--- config.mk ---
export PLATFORM = sky130hd
export DESIGN_NAME = ft600_tx_ctrl
export DESIGN_NICKNAME = d
export VERILOG_FILES = /design/src/rtl/ft600_tx_ctrl.sv
export SDC_FILE = /design/constraint.sdc
export NUM_CORES = 1
export LEC_CHECK = 0
export BUFFER_PORTS_ARGS = -buffer_cell sky130_fd_sc_hd__buf_2
export CORE_ASPECT_RATIO = 1.75
export CORE_UTILIZATION = 53
export CTS_BUF_LIST = sky130_fd_sc_hd__clkbuf_4 sky130_fd_sc_hd__clkbuf_8
export CTS_CLUSTER_SIZE = 25
export DETAILED_ROUTE_END_ITERATION = 10
export PLACE_DENSITY = 0.77
export SLEW_MARGIN = 5
export SYNTH_ARGS = -nofsm -noshare
export SYNTH_HDL_FRONTEND = slang
export SYNTH_SLANG_ARGS = --single-unit
--- constraint.sdc ---
create_clock -name clk -period 5.15 [get_ports clk]
set_clock_uncertainty 0.1 [all_clocks]
set_input_delay 0.515 -clock clk [delete_from_list [all_inputs] [get_ports clk]]
set_output_delay 0.515 -clock clk [all_outputs]
set_load 0.1 [all_outputs]
--- src/rtl/ft600_tx_ctrl.sv ---
// FT600 245-style transmit controller: bursts words from a source FIFO onto the FT600 bus
// through a 2-entry output queue. Optional statistics outputs are enabled by FT600_TX_STATS_EN.
module ft600_tx_ctrl #(
  parameter int DATA_WIDTH = 16,
  parameter int BE_WIDTH   = 2,
  parameter int MAX_BURST  = 64,
  parameter int GAP_CYCLES = 4
) (
  input  logic                          clk,
  input  logic                          rst_n,
  input  logic                          fifo_empty,
  output logic                          fifo_rd_en,
  input  logic [BE_WIDTH+DATA_WIDTH-1:0] fifo_data,
  input  logic                          txe_n,
  output logic                          wr_n,
  output logic [DATA_WIDTH-1:0]         data_out,
  output logic [BE_WIDTH-1:0]           be_out,
  output logic                          data_oe,
  output logic                          busy
`ifdef FT600_TX_STATS_EN
  ,
  output logic [31:0]                   word_count,
  output logic [15:0]                   underrun_count
`endif
);

  localparam int W = BE_WIDTH + DATA_WIDTH;

  typedef enum logic [1:0] {
    IDLE   = 2'd0,
    ACTIVE = 2'd1,
    DRAIN  = 2'd2,
    GAP    = 2'd3
  } state_t;

  state_t         state_q, state_d;
  logic [W-1:0]   q0_q, q0_d, q1_q, q1_d;
  logic [1:0]     occ_q, occ_d;
  logic           in_flight_q, in_flight_d;
  logic [15:0]    issued_q, issued_d;
  logic [7:0]     gap_q, gap_d;
  logic           wr_n_q, wr_n_d;
  logic           data_oe_q, data_oe_d;
  logic           busy_q, busy_d;
  logic           accept_s;
  logic           rd_en_s;
  logic [2:0]     pending_s;
`ifdef FT600_TX_STATS_EN
  logic [31:0]    word_count_q, word_count_d;
  logic [15:0]    underrun_count_q, underrun_count_d;
`endif

  // wr_n_q low implies the queue holds at least one word, so pending_s never underflows
  assign accept_s  = ~wr_n_q & ~txe_n;
  assign pending_s = {1'b0, occ_q} + {2'b00, in_flight_q} - {2'b00, accept_s};
  assign rd_en_s   = (state_q == ACTIVE) && !fifo_empty &&
                     (issued_q < 16'(MAX_BURST)) && (pending_s < 3'd2);

  // Next-state logic for queue, counters, FSM and registered bus outputs
  always_comb begin
    q0_d        = q0_q;
    q1_d        = q1_q;
    occ_d       = occ_q;
    in_flight_d = rd_en_s;
    issued_d    = issued_q + {15'd0, rd_en_s};
    gap_d       = gap_q;
    state_d     = state_q;

    case ({accept_s, in_flight_q})
      2'b11: begin
        if (occ_q == 2'd2) begin
          q0_d = q1_q;
          q1_d = fifo_data;
        end else begin
          q0_d = fifo_data;
        end
      end
      2'b10: begin
        q0_d  = q1_q;
        occ_d = occ_q - 2'd1;
      end
      2'b01: begin
        if (occ_q == 2'd0) begin
          q0_d = fifo_data;
        end else begin
          q1_d = fifo_data;
        end
        occ_d = occ_q + 2'd1;
      end
      default: begin
        occ_d = occ_q;
      end
    endcase

    // Transitions look at next-cycle queue state so no idle cycle is wasted after the last pop
    case (state_q)
      IDLE: begin
        issued_d = 16'd0;
        if (!fifo_empty && !txe_n) begin
          state_d = ACTIVE;
        end else begin
          state_d = IDLE;
        end
      end
      ACTIVE: begin
        if (issued_d == 16'(MAX_BURST)) begin
          state_d = DRAIN;
        end else if (fifo_empty && (occ_d == 2'd0) && !in_flight_d) begin
          state_d = IDLE;
        end else begin
          state_d = ACTIVE;
        end
      end
      DRAIN: begin
        if ((occ_d == 2'd0) && !in_flight_d) begin
          state_d = GAP;
          gap_d   = 8'd0;
        end else begin
          state_d = DRAIN;
        end
      end
      GAP: begin
        if (gap_q == 8'(GAP_CYCLES - 1)) begin
          state_d = IDLE;
        end else begin
          gap_d = gap_q + 8'd1;
        end
      end
      default: begin
        state_d = IDLE;
      end
    endcase

    data_oe_d = (state_d == ACTIVE) || (state_d == DRAIN);
    wr_n_d    = !(data_oe_d && (occ_d != 2'd0));
    busy_d    = (state_d != IDLE);
  end

`ifdef FT600_TX_STATS_EN
  // Statistics: accepted words wrap, underruns saturate
  always_comb begin
    word_count_d     = word_count_q + {31'd0, accept_s};
    underrun_count_d = underrun_count_q;
    if ((state_q == ACTIVE) && (state_d == IDLE) && (underrun_count_q != 16'hFFFF)) begin
      underrun_count_d = underrun_count_q + 16'd1;
    end else begin
      underrun_count_d = underrun_count_q;
    end
  end

  // Statistics registers
  always_ff @(posedge clk) begin
    if (!rst_n) begin
      word_count_q     <= 32'd0;
      underrun_count_q <= 16'd0;
    end else begin
      word_count_q     <= word_count_d;
      underrun_count_q <= underrun_count_d;
    end
  end

  assign word_count     = word_count_q;
  assign underrun_count = underrun_count_q;
`endif

  // State, queue and output registers
  always_ff @(posedge clk) begin
    if (!rst_n) begin
      state_q     <= IDLE;
      q0_q        <= '0;
      q1_q        <= '0;
      occ_q       <= 2'd0;
      in_flight_q <= 1'b0;
      issued_q    <= 16'd0;
      gap_q       <= 8'd0;
      wr_n_q      <= 1'b1;
      data_oe_q   <= 1'b0;
      busy_q      <= 1'b0;
    end else begin
      state_q     <= state_d;
      q0_q        <= q0_d;
      q1_q        <= q1_d;
      occ_q       <= occ_d;
      in_flight_q <= in_flight_d;
      issued_q    <= issued_d;
      gap_q       <= gap_d;
      wr_n_q      <= wr_n_d;
      data_oe_q   <= data_oe_d;
      busy_q      <= busy_d;
    end
  end

  assign fifo_rd_en = rd_en_s;
  assign wr_n       = wr_n_q;
  assign data_oe    = data_oe_q;
  assign busy       = busy_q;
  assign data_out   = q0_q[DATA_WIDTH-1:0];
  assign be_out     = q0_q[W-1:DATA_WIDTH];

endmodule

Yosys cells after proc, flatten, opt, wreduce, memory -nomap -nowiden
Cells that the tools add are included.
- bits in registers: 68
- input bits: 22
- logic and storage cells: 79
- output and inout port bits: 22
- add/sub/neg operators: 6
- magnitude comparators: 2
- reductions and logical operators: 25
- bitwise logic cells: 4
- multiplexer cells: 16
- eq/ne operators: 16
- operators with widths (operator ; count):
    two-way mux 18 bit ; 4
    one-hot mux 18 bit (3 select lines) ; 1
    one-hot mux 18 bit (2 select lines) ; 1
    adder 16 x 1 -> 16 bit ; 1
    equality test 16 x 7 -> 1 bit, second input constant ; 1
    < comparator 16 x 7 -> 1 bit, second input constant ; 1
    two-way mux 8 bit ; 2
    one-hot mux 8 bit (2 select lines) ; 1
    equality test 2 bit, second input constant ; 6
    inequality test 2 bit, second input constant ; 5
    adder 8 x 1 -> 8 bit, second input constant ; 1
    equality test 8 x 2 -> 1 bit, second input constant ; 1
    logical AND 1 bit ; 8
    one-hot mux 2 bit (4 select lines) ; 1
    nonzero test 2 bit ; 4
    equality test 2 x 1 -> 1 bit, second input constant ; 3
    zero test 2 bit ; 3
    AND reduction 3 bit ; 2
    zero test 1 bit ; 4
    two-way mux 2 bit ; 2
    one-hot mux 2 bit (2 select lines) ; 1
    adder 2 x 1 -> 3 bit ; 1
    < comparator 3 x 2 -> 1 bit, second input constant ; 1
    two-way mux 1 bit ; 3
    9 further kinds ; 11

Depth between registers and ports, before layout
Gate-level depths: netlist of run 1.
- word-level depth: 14
- depth in mapped cells: 20
- gate-level depth less buffers: 20

Least setup slack after synthesis of run 1
Ideal clock, no wire load.
- path kind: register to register
- start point: register wr_n_q, in the netlist wr_n
- end point: register wr_n_q, in the netlist wr_n
- cell stages (with the launch flop): 21
- setup slack: -1814 ps
- required time: 4937 ps
- buffers on the path: 0
- clock period less this slack: 6964 ps
- data arrival time: 6752 ps
- library setup time: 113 ps
- path through: dfxtp_1 nor2_1 ha_1 inv_1 ha_1 inv_1 fa_1 nor4b_1 nand4_1 nor2_1 ha_1 ha_1 nand3_2 or4_4 mux2_4 a2bb2oi_1 a2111o_1 o31a_1 ha_1 and2_1 nand2_1
- word-level cells in the longest chain between the ends: 14
- elaborated cells between the ends (all ways): 25
- classes of those cells: add/sub: 2; order compare: 1; eq/ne: 5; mux: 5; bitwise: 2; reduce/logical: 10
- RTL lines (what ; line ; text):
    start: declaration ; 42 ; logic wr_n_q, wr_n_d;
    start signal: assignment ; 187 ; wr_n_q <= wr_n_d;
    inverter 1 bit (*) ; 54 ; assign accept_s = ~wr_n_q & ~txe_n;
    bitwise AND 1 bit (*) ; 54 ;
    subtractor 3 x 1 -> 3 bit (*) ; 55 ; assign pending_s = {1'b0, occ_q} + {2'b00, in_flight_q} - {2'b00, accept_s};
    < comparator 3 x 2 -> 1 bit (*) ; 57 ; (issued_q < 16'(MAX_BURST)) && (pending_s < 3'd2);
    logical AND 1 bit (*) ; 57 ;
    net fifo_rd_en ; 12 ; output logic fifo_rd_en,
    branches (longest 4 deep; another with adder 16 x 1 -> 16 bit) ; - ;
    one-hot mux 2 bit (4 select lines) (*) ; 96 ; case (state_q)
    equality test 2 x 1 -> 1 bit / equality test 2 bit (equally long branches) ; 134 ; data_oe_d = (state_d == ACTIVE) || (state_d == DRAIN);
    logical OR 1 bit (*) ; 134 ;
    net data_oe_d ; 43 ; logic data_oe_q, data_oe_d;
    logical AND 1 bit (*) ; 135 ; wr_n_d = !(data_oe_d && (occ_d != 2'd0));
    zero test 1 bit (*) ; 135 ;
Mark *: on every way through the listed nets, which the timed path passes.
A chain may end at the register's enable or synchronous reset.

Worst setup path in the final report of run 1
- start point: register wr_n_q, in the netlist wr_n
- end point: register wr_n_q, in the netlist wr_n
- word-level cells in the longest chain between the ends: 14
- elaborated cells between the ends (all ways): 25
- classes of those cells: add/sub: 2; order compare: 1; eq/ne: 5; mux: 5; bitwise: 2; reduce/logical: 10
- RTL lines (what ; line):
    inverter 1 bit (*) ; 54
    bitwise AND 1 bit (*) ; 54
    branches (longest 7 deep; another with adder 16 x 1 -> 16 bit) ; -
    one-hot mux 2 bit (4 select lines) (*) ; 96
    equality test 2 x 1 -> 1 bit / equality test 2 bit (equally long branches) ; 134
    logical OR 1 bit (*) ; 134
    net data_oe_d ; 43
    logical AND 1 bit (*) ; 135
    zero test 1 bit (*) ; 135
Marks and branches as above.

==> results.md, run 1 <==
* Main synth FF type: dfxtp_1
* Worst-Skew Late Latency at 0.35 ns
* Max stage delay on crit path at approximately 0.55 ns
* Post-synth design cell area at approximately 0.0032 sq mm
* Placed insts at about 460
* Critical path endpoint: wr_n
* Post-synthesis sequential area ratio at 43.00%
* Cell count after synthesis at 355
* Fmax at 213.1 MHz
* Worst Path Class, Setup: register to register
* Die span in y at 104.2 um
* Post-synthesis net count at 387
* Final hold violations at 0
* Bufs and invs on worst path at 2
* Final antenna-violating net count at 0
* R2r endpoint: wr_n
* Comb power frac at 14.1%
* Share of layout cells above drive strength 1 at 21.39%
* Min Clock Period, post-route at approximately 4.7 ns
* Top-count cell post-synth: nor2_1
* Core area at between 0.005 and 0.006 sq mm
* Number of global-route vias before repair at roughly 2600
* Worst Hold Class: primary input to register
* Crit. path cell count at 20
* Pwr per Cell Area at roughly 320 mW/mm^2
* Launch point of the worst path: wr_n
* Internal at 0.8482 mW
* GRT Util Overall at between 20% and 30%
* Clk root buf: clkbuf_8
* DR vias/cell at about 5.6
* FF+latch count, synth at 68
* # Max-Cap Violations at 0
* Post-Route WL at ~6700 um
* Most common cell on crit path: ha_4
* Worst EP arrival at 4.83 ns
* Num CTS Buffers at 9
* Top cells by count, synth: nor2_1, dfxtp_1, mux2i_1
* Launching point of the worst reg2reg path: wr_n
* Global-route wire length before repair at approximately 11000 um
* DR WL/cell at 13.98 um
* Number of clock sinks at 68
* # setup viols final at 0
* Total power at roughly 1.2 mW
* Via count at 2655
* Sequential share of power at a little under half
* H-tree depth at 3
* Area growth, synth to finish at 18.30%
* Row cnt at 36
* Layout Nets at 429
* Net Sw Frac at 28.60%
* Die Span X at 60.42 um
* CTS Buffer Depth at 2
* Leakage Power at about 1.4 nW
* CP max stage cell: or4_4
* Peak supply drop at 0.2580 mV
* Crit-path cells: nor2_4 -> ha_4 -> inv_1 -> ha_1 -> inv_1 -> fa_1 -> nor4b_2 -> nand4_1 -> nor2_4 -> ha_4 -> ha_4 -> nand3_4 -> or4_4 -> mux2_4 -> a2bb2oi_1 -> a2111o_1 -> o31a_1 -> ha_1 -> and2_1 -> nand2_1
* Worst-path maximum fanout at 6
* DRT Pass-1 Iters at 4
* Worst-margin pin slew at about 1.2 ns
* Net Switching at between 0.3 and 0.4 mW
* Iteration-0 DRC Markers at 74
* FF-to-FF path depth at 20
* EDFF count, synth at 0
* Post-synth top area cell: dfxtp_1
* Worst Hold Slack at 0.3160 ns
* Initial cell density of the core at 55.78%
* DRC Markers at 0
* Worst slew margin at roughly a fifth
* Setup TNS at 0 ns
* Share of the synthesized area in the top cell type at a little over two fifths
* RSZ-0062 raised after global routing: false
* Initial antenna violation count at 0
* WP data required at 5.29 ns
* Avg Cell Area, Syn at 8.917 sq um
* Ant diodes at 0
* Slew Viols, Final at 0
* Crit path max-delay family: simple AND/OR/NAND/NOR gates
* Total grt overflow at 0
* Synth warn at 0
* Synth unique cells at between 50 and 60
* Fillers at between 500 and 600
* Ranking of synthesized cells by area: dfxtp_1, nor2_1, mux2i_1
* Asr flop ratio synth at 0%
* CP endpoint kind: register
* RePlAce Congestion at about 0.93
* Final worst-path cycle share at 91.10%
* PostCTS Resize Cnt at 0
* Hpwl dp at just under 5000 um
* Post-CTS Setup Inserts at 0
* Reg2Reg Setup Slack at roughly 0.46 ns
* Clock Power Share at approximately 40%
* CTS tree: done
* Result of the run: complete, no violations
* CTS Hold Bufs at 0
* Die ar. at between 0.006 and 0.007 sq mm
* CP Launch Type: register
* I/O Pins at 44
* Port Buffer Count at 43
* Largest net degree at the start of global routing at 43
* Final std cells w/o fill at between 400 and 500
* Clock Pin Slew Worst Setup and Hold Paths at about 0.07 ns
==> logic make-up after synthesis <==
logic type / synth area share (%)
simple gates: 20.63
mux: 7.510
compound gates: 14.94
fa+ha+maj: 4.190
flops: 43.00
buf+inv: 3.636
xor+xnor: 6.087
==> layout by cell type, fill, tap and decap left out, types with 9 or more instances in the layout <==
| master | n |
|---|---|
| clkbuf_8 | 9 |
| mux2i_1 | 20 |
| dfxtp_1 | 67 |
| a22oi_1 | 18 |
| xnor2_1 | 15 |
| inv_1 | 11 |
| nor2_1 | 73 |
| a211oi_1 | 18 |
| nand2_1 | 18 |
| buf_2 | 43 |
==> registers in the layout, summed over array words and instances (netlist names) <==
name	cells
busy	1
issued_q	16
gap_q	8
state_q	2
wr_n	1
occ_q	2
q1_q	18
in_flight_q	1
q0_q	18
data_oe	1
==> how the worst min path moves through the flow <==
stage | cells past startpoint | start | to
floorplan | 2 | q1_q[0] | q1_q[0]
global placement | 2 | q1_q[3] | q1_q[3]
detailed placement | 2 | q1_q[9] | q1_q[9]
CTS | 3 | fifo_data[2] | q1_q[2]
global route | 3 | fifo_data[8] | q1_q[8]
finish | 3 | fifo_data[2] | q1_q[2]
==> power groups by stage <==
stage	logic [mW]	registers, mW	clock network, mW
3_3_place_gp	0.165	0.556	0
6_report	0.167	0.544	0.476
4_1_cts	0.168	0.544	0.489
3_5_place_dp	0.168	0.556	0
2_1_floorplan	0.0648	0.622	0
5_1_grt	0.178	0.546	0.508
==> area by class of cell <==
cell class              count  area (sq um)  area share [%]
multi-input cells         258          1772           47.31
flip-flops and latches     68          1365           36.45
repair buffers             48         252.7           6.749
clock buffers               9         123.9           3.308
well taps                  76         95.09           2.539
clock inverters             7         91.34           2.439
inverters                  12         45.04           1.203
==> metrics by stage <==
stage               utilization (%)  setup WS [ns]  cell area, sq um
CTS                           65.98         0.4338              3745
global placement              62.19         0.2799              3530
floorplan                         -        0.02117              3236
global route                  65.98         0.1831              3745
finish                        65.98         0.4581              3745
detailed placement            62.19         0.1650              3530
==> routing by layer <==
metal  share of wire (%)  wire length (um)  GRT usage (%)  vias to the layer above
li1                    -                 -              -                     1340
met1                  40              2659          23.89                     1253
met2                  54              3599          40.35                       46
met3                 3.5               235          6.343                       16
met4                 2.8               189          12.66                        0
met5                   0                 0              0                        -
==> tightest hold or removal path, cell delays in order <==
cell     delay, ns
buf_2         0.09
mux2i_1       0.06
nor2_1        0.07
(Power assumes the default switching activity.)
==> inputs of run 2 (changes only) <==
==> config.mk (replaced) <==
export PLATFORM = sky130hd
export DESIGN_NAME = ft600_tx_ctrl
export DESIGN_NICKNAME = d
export VERILOG_FILES = /design/src/rtl/ft600_tx_ctrl.sv
export SDC_FILE = /design/constraint.sdc
export NUM_CORES = 1
export LEC_CHECK = 0
export ABC_AREA = 1
export CORE_ASPECT_RATIO = 1.75
export CORE_UTILIZATION = 55
export CTS_BUF_LIST = sky130_fd_sc_hd__clkbuf_4 sky130_fd_sc_hd__clkbuf_8
export CTS_CLUSTER_SIZE = 25
export DETAILED_ROUTE_END_ITERATION = 10
export DONT_BUFFER_PORTS = 1
export PLACE_DENSITY = 0.73
export SLEW_MARGIN = 5
export SYNTH_ARGS = -nofsm -noshare
export SYNTH_HDL_FRONTEND = slang
export SYNTH_SLANG_ARGS = --single-unit
==> run 2 against run 1 <==
Count of clock-buffer cells in the layout rose by 3. Synthesized area rose by 11%. Maximum frequency rose by 5.3%. Clock power rose by 8.8%. Final area rose by 2.0%. Largest cell class unchanged.
==> results.md, run 2 <==
* Result of the run: complete, no violations
* Clock Pin Slew Worst Setup and Hold Paths at 0.07 ns (about the same)
* Worst-path maximum fanout at 5 (-1)
* Ranking of synthesized cells by area: dfxtp_1, nand2_1, o21ai_0
* R2r endpoint: wr_n
* Final hold violations at 0 (unchanged)
* Initial cell density of the core at 57.00% (+1.2 points)
* Worst-Skew Late Latency at 0.35 ns (about the same)
* Die ar. at 0.006743 sq mm (+7.1%)
* Hold_sp: rst_n
* RePlAce Congestion at 0.8873 (-5.1%)
* RSZ-0062 raised after global routing: false
* GRT Util Overall at 26.32% (+3.1 points)
* Global-route wire length before repair at 14060 um (+27%)
* # Max-Cap Violations at 0 (unchanged)
* Worst slew margin at 19.53% (-0.55 points)
* PostCTS Resize Cnt at 0 (unchanged)
* Number of clock sinks at 68 (unchanged)
* Min Clock Period, post-route at 4.455 ns (-0.2365 ns)
* EDFF count, synth at 0 (unchanged)
* Post-synthesis sequential area ratio at 38.64% (-4.4 points)
* Final worst-path cycle share at 86.51% (-4.6 points)
* Main synth FF type: dfxtp_1
* Met1 GRT Util at 28.60% (+4.7 points)
* FF+latch count, synth at 68 (unchanged)
* Number of global-route vias before repair at 3262 (+27%)
* Hold EP: occ_q[0]
* Via count at 3308 (+25%)
* Pwr per Cell Area at 324.6 mW/mm^2 (+2.3%)
* Synth unique cells at 33 (-39%)
* Reg2Reg Setup Slack at 0.69 ns (+0.24 ns)
* Top cells by count, synth: nand2_1, inv_1, dfxtp_1
* H-tree depth at 3 (unchanged)
* Gr busiest metal: met2
* Most frequent cells in the layout: nand2_1, inv_1, dfxtp_1
* DR WL/cell at 14.03 um (+0.32%)
* CTS Hold Bufs at 0 (unchanged)
* Initial antenna violation count at 0 (unchanged)
* CP Launch Type: register
* Biggest regs: q0_q x18, q1_q x18, issued_q x16
* Hpwl dp at 5672 um (+17%)
* Layout Nets at 531 (+24%)
* Share of the synthesized area in the top cell type at 38.64% (-4.4 points)
* Die span in y at 107.9 um (+3.5%)
* Leakage Power at 1.447 nW (+5.6%)
* CTS tree: done
* CTS Buffer Depth at 2 (unchanged)
* Asr flop ratio synth at 0% (unchanged)
* Grt met2 use at 45.03% (+4.7 points)
* DRC Markers at 0 (unchanged)
* CP endpoint kind: register
* Post-synth top area cell: dfxtp_1
* # setup viols final at 0 (unchanged)
* Total grt overflow at 0 (unchanged)
* Area growth, synth to finish at 8.381%
* Num CTS Buffers at 9 (unchanged)
* Synth warn at 0 (unchanged)
* DR vias/cell at 5.664 (+2.0%)
* Placed insts at 568 (+23%)
* Worst EP arrival at 4.59 ns (-0.24 ns)
* Launching point of the worst reg2reg path: wr_n
* Worst Path Class, Setup: register to register
* Row cnt at 38 (+5.6%)
* Ant diodes at 0 (unchanged)
* Core area at 0.006181 sq mm (+8.9%)
* Share of layout cells above drive strength 1 at 9.127% (-12 points)
* Slew Viols, Final at 0 (unchanged)
* Top-count cell post-synth: nand2_1
* Post-CTS Setup Inserts at 0 (unchanged)
* Port Buffer Count at 0 (-100%)
* Commonest non-fill, non-tap cell in the layout: nand2_1
* FF-to-FF path depth at 27 (+35%)
* Post-synthesis net count at 537 (+39%)
* Final antenna-violating net count at 0 (unchanged)
* Worst hold path depth at 2 (-1)
* Worst setup margin at 0.6946 ns (+0.2365 ns)
* Setup TNS at 0 ns (unchanged)
* Avg Cell Area, Syn at 6.977 sq um (-22%)
* Die Span X at 62.51 um (+3.5%)
* Global routing usage on met3 at 6.674% (+0.33 points)
* WP data required at 5.28 ns (about the same)
* Pre-CTS setup slack at 0.7527 ns (+0.5877 ns)
* Cell count after synthesis at 505 (+42%)
* Post-synth design cell area at 0.003523 sq mm (+11%)
* Peak supply drop at 0.3056 mV (+18%)
* Iteration-0 DRC Markers at 205 (+180%)
* Worst Hold Class: primary input to register
* Fmax at 224.4 MHz (+5.3%)
* DRT Pass-1 Iters at 7 (+3)
* Worst-margin pin slew at 1.199 ns (+0.008232 ns)
* Post-Route WL at 8191 um (+23%)
* I/O Pins at 44 (unchanged)
* Final std cells w/o fill at 584 (+22%)
* Clk root buf: clkbuf_8
* Largest net degree at the start of global routing at 44 (+2.3%)
[run 2: cell types whose count changed in the layout (fill, tap and decap cells not counted), moves of 15 or more]
cell	change
a31oi_1	+17
a22oi_1	-18
buf_2	-43
o21ai_0	+52
mux2i_1	-20
a211oi_1	-18
inv_1	+57
nor2_1	-31
o22ai_1	+17
a21oi_1	+43
nand2_1	+60
nand3_1	+19
xnor2_1	-15
[run 2: logic make-up (layout without fill, tap and decap cells)]
family | Yosys count | count (layout) | synth area share (%)
xor+xnor | 7 | 7 | 1.740
buf+inv | 94 | 93 | 10.08
fa+ha+maj | 10 | 10 | 3.764
flops | 68 | 68 | 38.64
simple gates | 175 | 175 | 22.51
compound gates | 151 | 151 | 23.26
[run 2: worst max path at each step]
stage | slack (ns) | end | startpoint
final | 0.69 | wr_n | wr_n
after floorplan | 0.07 | wr_n | txe_n
after CTS | 0.69 | wr_n | wr_n
after detailed placement | 0.75 | wr_n | txe_n
after global routing | 0.16 | wr_n | wr_n
after global placement | 0.87 | wr_n | txe_n
[run 2: layout make-up]
cell class | count | area [sq um]
clock inverter | 4 | 70.07
timing repair buffer | 4 | 30.03
sequential | 68 | 1365
inverter | 73 | 277.8
clock buffer | 12 | 165.2
multi-input combinational | 343 | 1810
tap | 80 | 100.1
fill | 588 | 2362
[run 2: per-layer routing]
layer | vias up | part of all wire (%)
met5 | - | 0
met4 | 0 | 3.0
met3 | 21 | 5.4
met2 | 98 | 52
met1 | 1520 | 40
li1 | 1669 | -
[run 2: critical path: stages (launching register included)]
cell and delay, ns:
dfxtp_4 0.45, nor2_1 0.26, ha_1 0.28, inv_1 0.08
ha_1 0.15, inv_1 0.05, fa_1 0.47, nand2_1 0.05
nor3_1 0.13, nand3_1 0.23, clkinvlp_4 0.17, ha_1 0.19
ha_1 0.20, nand2_1 0.11, nor2_4 0.15, nand2_1 0.07
nand2_1 0.09, nand3_1 0.08, nor2_1 0.11, nand2_1 0.08
nor2_1 0.09, nand2_1 0.09, o21ai_2 0.14, inv_1 0.07
ha_1 0.27, nand2_1 0.05, inv_1 0.06, o21ai_0 0.07
[run 2: per-stage QoR]
stage | power (mW) | cell area, sq um | hold slack, ns | util (%)
CTS | 1.243 | 3819 | 0.1570 | 61.78
detailed placement | 0.7323 | 3583 | 0.3574 | 57.98
global placement | 0.7300 | 3583 | 0.3478 | 57.98
finish | 1.240 | 3819 | 0.1746 | 61.78
global route | 1.283 | 3819 | 0.1613 | 61.78
floorplan | 0.7158 | 3531 | 0.3410 | -
[run 2: power by group]
part / total (mW) / switching (mW) / internal [mW]
logic: 0.0915 / 0.0609 / 0.0306
registers: 0.630 / 0.0908 / 0.540
clock network: 0.518 / 0.207 / 0.311
==> inputs of run 3 (changes only) <==
--- a/config.mk
+++ b/config.mk
@@ -5,14 +5,13 @@
 export SDC_FILE = /design/constraint.sdc
 export NUM_CORES = 1
 export LEC_CHECK = 0
-export ABC_AREA = 1
 export CORE_ASPECT_RATIO = 1.75
-export CORE_UTILIZATION = 55
+export CORE_UTILIZATION = 59
 export CTS_BUF_LIST = sky130_fd_sc_hd__clkbuf_4 sky130_fd_sc_hd__clkbuf_8
 export CTS_CLUSTER_SIZE = 25
 export DETAILED_ROUTE_END_ITERATION = 10
 export DONT_BUFFER_PORTS = 1
-export PLACE_DENSITY = 0.73
+export PLACE_DENSITY = 0.78
 export SLEW_MARGIN = 5
 export SYNTH_ARGS = -nofsm -noshare
 export SYNTH_HDL_FRONTEND = slang
==> run 3 against run 2 <==
The flow now finishes with violations (DRC). Combinational power shrank 10%. Final area shrank 7.1%. Count of clock-buffer cells in the layout shrank 3. Sequential share of layout area grew 2.7 points. Flip-flop and latch count is the same. Maximum frequency shrank 6.3%. Critical path depth shrank 7. Clock power grew 3%. Sequential power shrank 3%.
==> results.md, run 3 (synthesized netlist as in run 1, its figures left out) <==
* Fmax at 210.4 MHz (-6.3%)
* Worst Hold Class: primary input to register
* Area growth, synth to finish at 12.06%
* Pwr per Cell Area at 345.8 mW/mm^2 (+6.5%)
* Failing checks: DRC
* Worst EP arrival at 4.89 ns (+0.30 ns)
* CP endpoint kind: register
* Commonest non-fill, non-tap cell in the layout: nor2_1
* WP data required at 5.29 ns (about the same)
* Worst Path Class, Setup: register to register
* H-tree depth at 3 (unchanged)
* Largest net degree at the start of global routing at 43 (-2.3%)
* Clock Pin Slew Worst Setup and Hold Paths at 0.08 ns (about the same)
* Final hold violations at 0 (unchanged)
* Via count at 2536 (-23%)
* Post-Route WL at 6411 um (-22%)
* Launching point of the worst reg2reg path: wr_n
* Initial antenna violation count at 0 (unchanged)
* Clk root buf: clkbuf_8
* Die span in y at 98.90 um (-8.3%)
* Final antenna-violating net count at 0 (unchanged)
* Worst-margin pin slew at 1.003 ns (-0.1961 ns)
* Share of layout cells above drive strength 1 at 12.47% (+3.3 points)
* I/O Pins at 44 (unchanged)
* Biggest regs: q0_q x18, q1_q x18, issued_q x16
* DRT Pass-1 Iters at 7 (unchanged)
* Leakage Power at 1.193 nW (-18%)
* GRT Util Overall at 24.30% (-2.0 points)
* Min Clock Period, post-route at 4.754 ns (+0.2986 ns)
* Worst-path maximum fanout at 9 (+4)
* DR vias/cell at 6.111 (+7.9%)
* DR WL/cell at 15.45 um (+10%)
* Grt met2 use at 42.49% (-2.5 points)
* Layout Nets at 388 (-27%)
* Global-route wire length before repair at 10870 um (-23%)
* Initial cell density of the core at 62.53% (+5.5 points)
* Row cnt at 34 (-11%)
* Peak supply drop at 0.2800 mV (-8.4%)
* Gr busiest metal: met2
* PostCTS Resize Cnt at 0 (unchanged)
* Critical path endpoint: wr_n
* Die Span X at 57.37 um (-8.2%)
* Number of global-route vias before repair at 2530 (-22%)
* Setup TNS at 0 ns (unchanged)
* Launch point of the worst path: wr_n
* Global routing usage on met3 at 5.774% (-0.90 points)
* Worst slew margin at 33.05% (+14 points)
* Total power at 1.227 mW (-1.0%)
* Num CTS Buffers at 9 (unchanged)
* Port Buffer Count at 0 (unchanged)
* Ant diodes at 0 (unchanged)
* Reg2Reg Setup Slack at 0.40 ns (-0.30 ns)
* Result of the run: finished, violations left
* Final worst-path cycle share at 92.31% (+5.8 points)
* Total grt overflow at 0 (unchanged)
* CTS Buffer Depth at 2 (unchanged)
* DRC Markers at 2 (+2)
* Hpwl dp at 4481 um (-21%)
* RePlAce Congestion at 0.8314 (-6.3%)
* Worst-Skew Late Latency at 0.34 ns (about the same)
* CTS tree: done
* Iteration-0 DRC Markers at 115 (-44%)
* Slew Viols, Final at 0 (unchanged)
* Post-CTS Setup Inserts at 0 (unchanged)
* # setup viols final at 0 (unchanged)
* CP Launch Type: register
* Most frequent cells in the layout: nor2_1, dfxtp_1, mux2i_1
* RSZ-0062 raised after global routing: false
* Core area at 0.005062 sq mm (-18%)
* # Max-Cap Violations at 0 (unchanged)
* FF-to-FF path depth at 20 (-26%)
* R2r endpoint: wr_n
* CTS Hold Bufs at 0 (unchanged)
* Die ar. at 0.005674 sq mm (-16%)
* Met1 GRT Util at 26.04% (-2.6 points)
* Number of clock sinks at 68 (unchanged)
==> run 3: cell types whose count changed in the layout (fill, tap and decap cells not counted), sizes merged, moves of 18 or more <==
cell	delta
nand2	-63
inv	-59
o21ai	-55
a21oi	-44
nor2	+25
mux2i	+20
nand3	-20
a211oi	+19
a22oi	+18
==> run 3: cell type report <==
type                            count  area, sq um
Clock buffer                        9        123.9
Sequential cell                    68         1365
Inverter                           12        45.04
Clock inverter                      7        121.4
Fill cell                         401         1515
Timing Repair Buffer                7        52.55
Multi-Input combinational cell    258         1772
Tap cell                           54        67.56
==> run 3: per-layer routing <==
layer	vias up	share of wire (%)
li1	1253	-
met1	1201	41
met2	61	51
met3	21	4.6
met4	0	3.3
met5	-	0
==> run 3: where the power goes <==
group,total (mW),internal [mW],leakage (nW),switching [mW]
combinational,0.0819,0.0304,0.523,0.0515
sequential,0.611,0.537,0.549,0.0746
clock,0.534,0.324,0.120,0.209
total,1.23,0.891,1.19,0.336
==> run 3: through the flow <==
| step | area (sq um) | setup slack, ns | util (%) | cells | hold WS, ns |
|---|---|---|---|---|---|
| after floorplan | 3236 | 0.02117 | - | 355 | 0.3613 |
| after global placement | 3302 | 0.3457 | 65.22 | 399 | 0.3733 |
| after detailed placement | 3302 | 0.2257 | 65.22 | 399 | 0.3843 |
| after CTS | 3547 | 0.3711 | 70.07 | 415 | 0.2096 |
| after global routing | 3547 | 0.1506 | 70.07 | 415 | 0.2137 |
| final | 3547 | 0.3960 | 70.07 | 415 | 0.2182 |
==> run 3: worst max-delay path: stages (launching register included) <==
cell and delay, ns:
dfxtp_4 0.35, nor2_4 0.18, ha_4 0.24, inv_1 0.08, ha_1 0.14, inv_1 0.05
fa_1 0.46, nor4b_2 0.18, nand4_1 0.19, nor2_4 0.16, ha_4 0.17, ha_4 0.16
nand3_4 0.12, or4_4 0.56, mux2_4 0.31, a2bb2oi_1 0.13, a2111o_1 0.37, o31a_1 0.26
ha_1 0.27, and2_1 0.12, nand2_1 0.05
==> run 3: how the worst min path moves through the flow <==
stage               cells after the start  slack [ns]  startpoint          to
detailed placement                      2        0.38    q1_q[15]    q1_q[15]
global route                            1        0.21       rst_n  state_q[0]
global placement                        2        0.37     q1_q[1]     q1_q[1]
CTS                                     1        0.21       rst_n  state_q[0]
finish                                  1        0.22       rst_n  state_q[0]
floorplan                               2        0.36     q1_q[0]     q1_q[0]
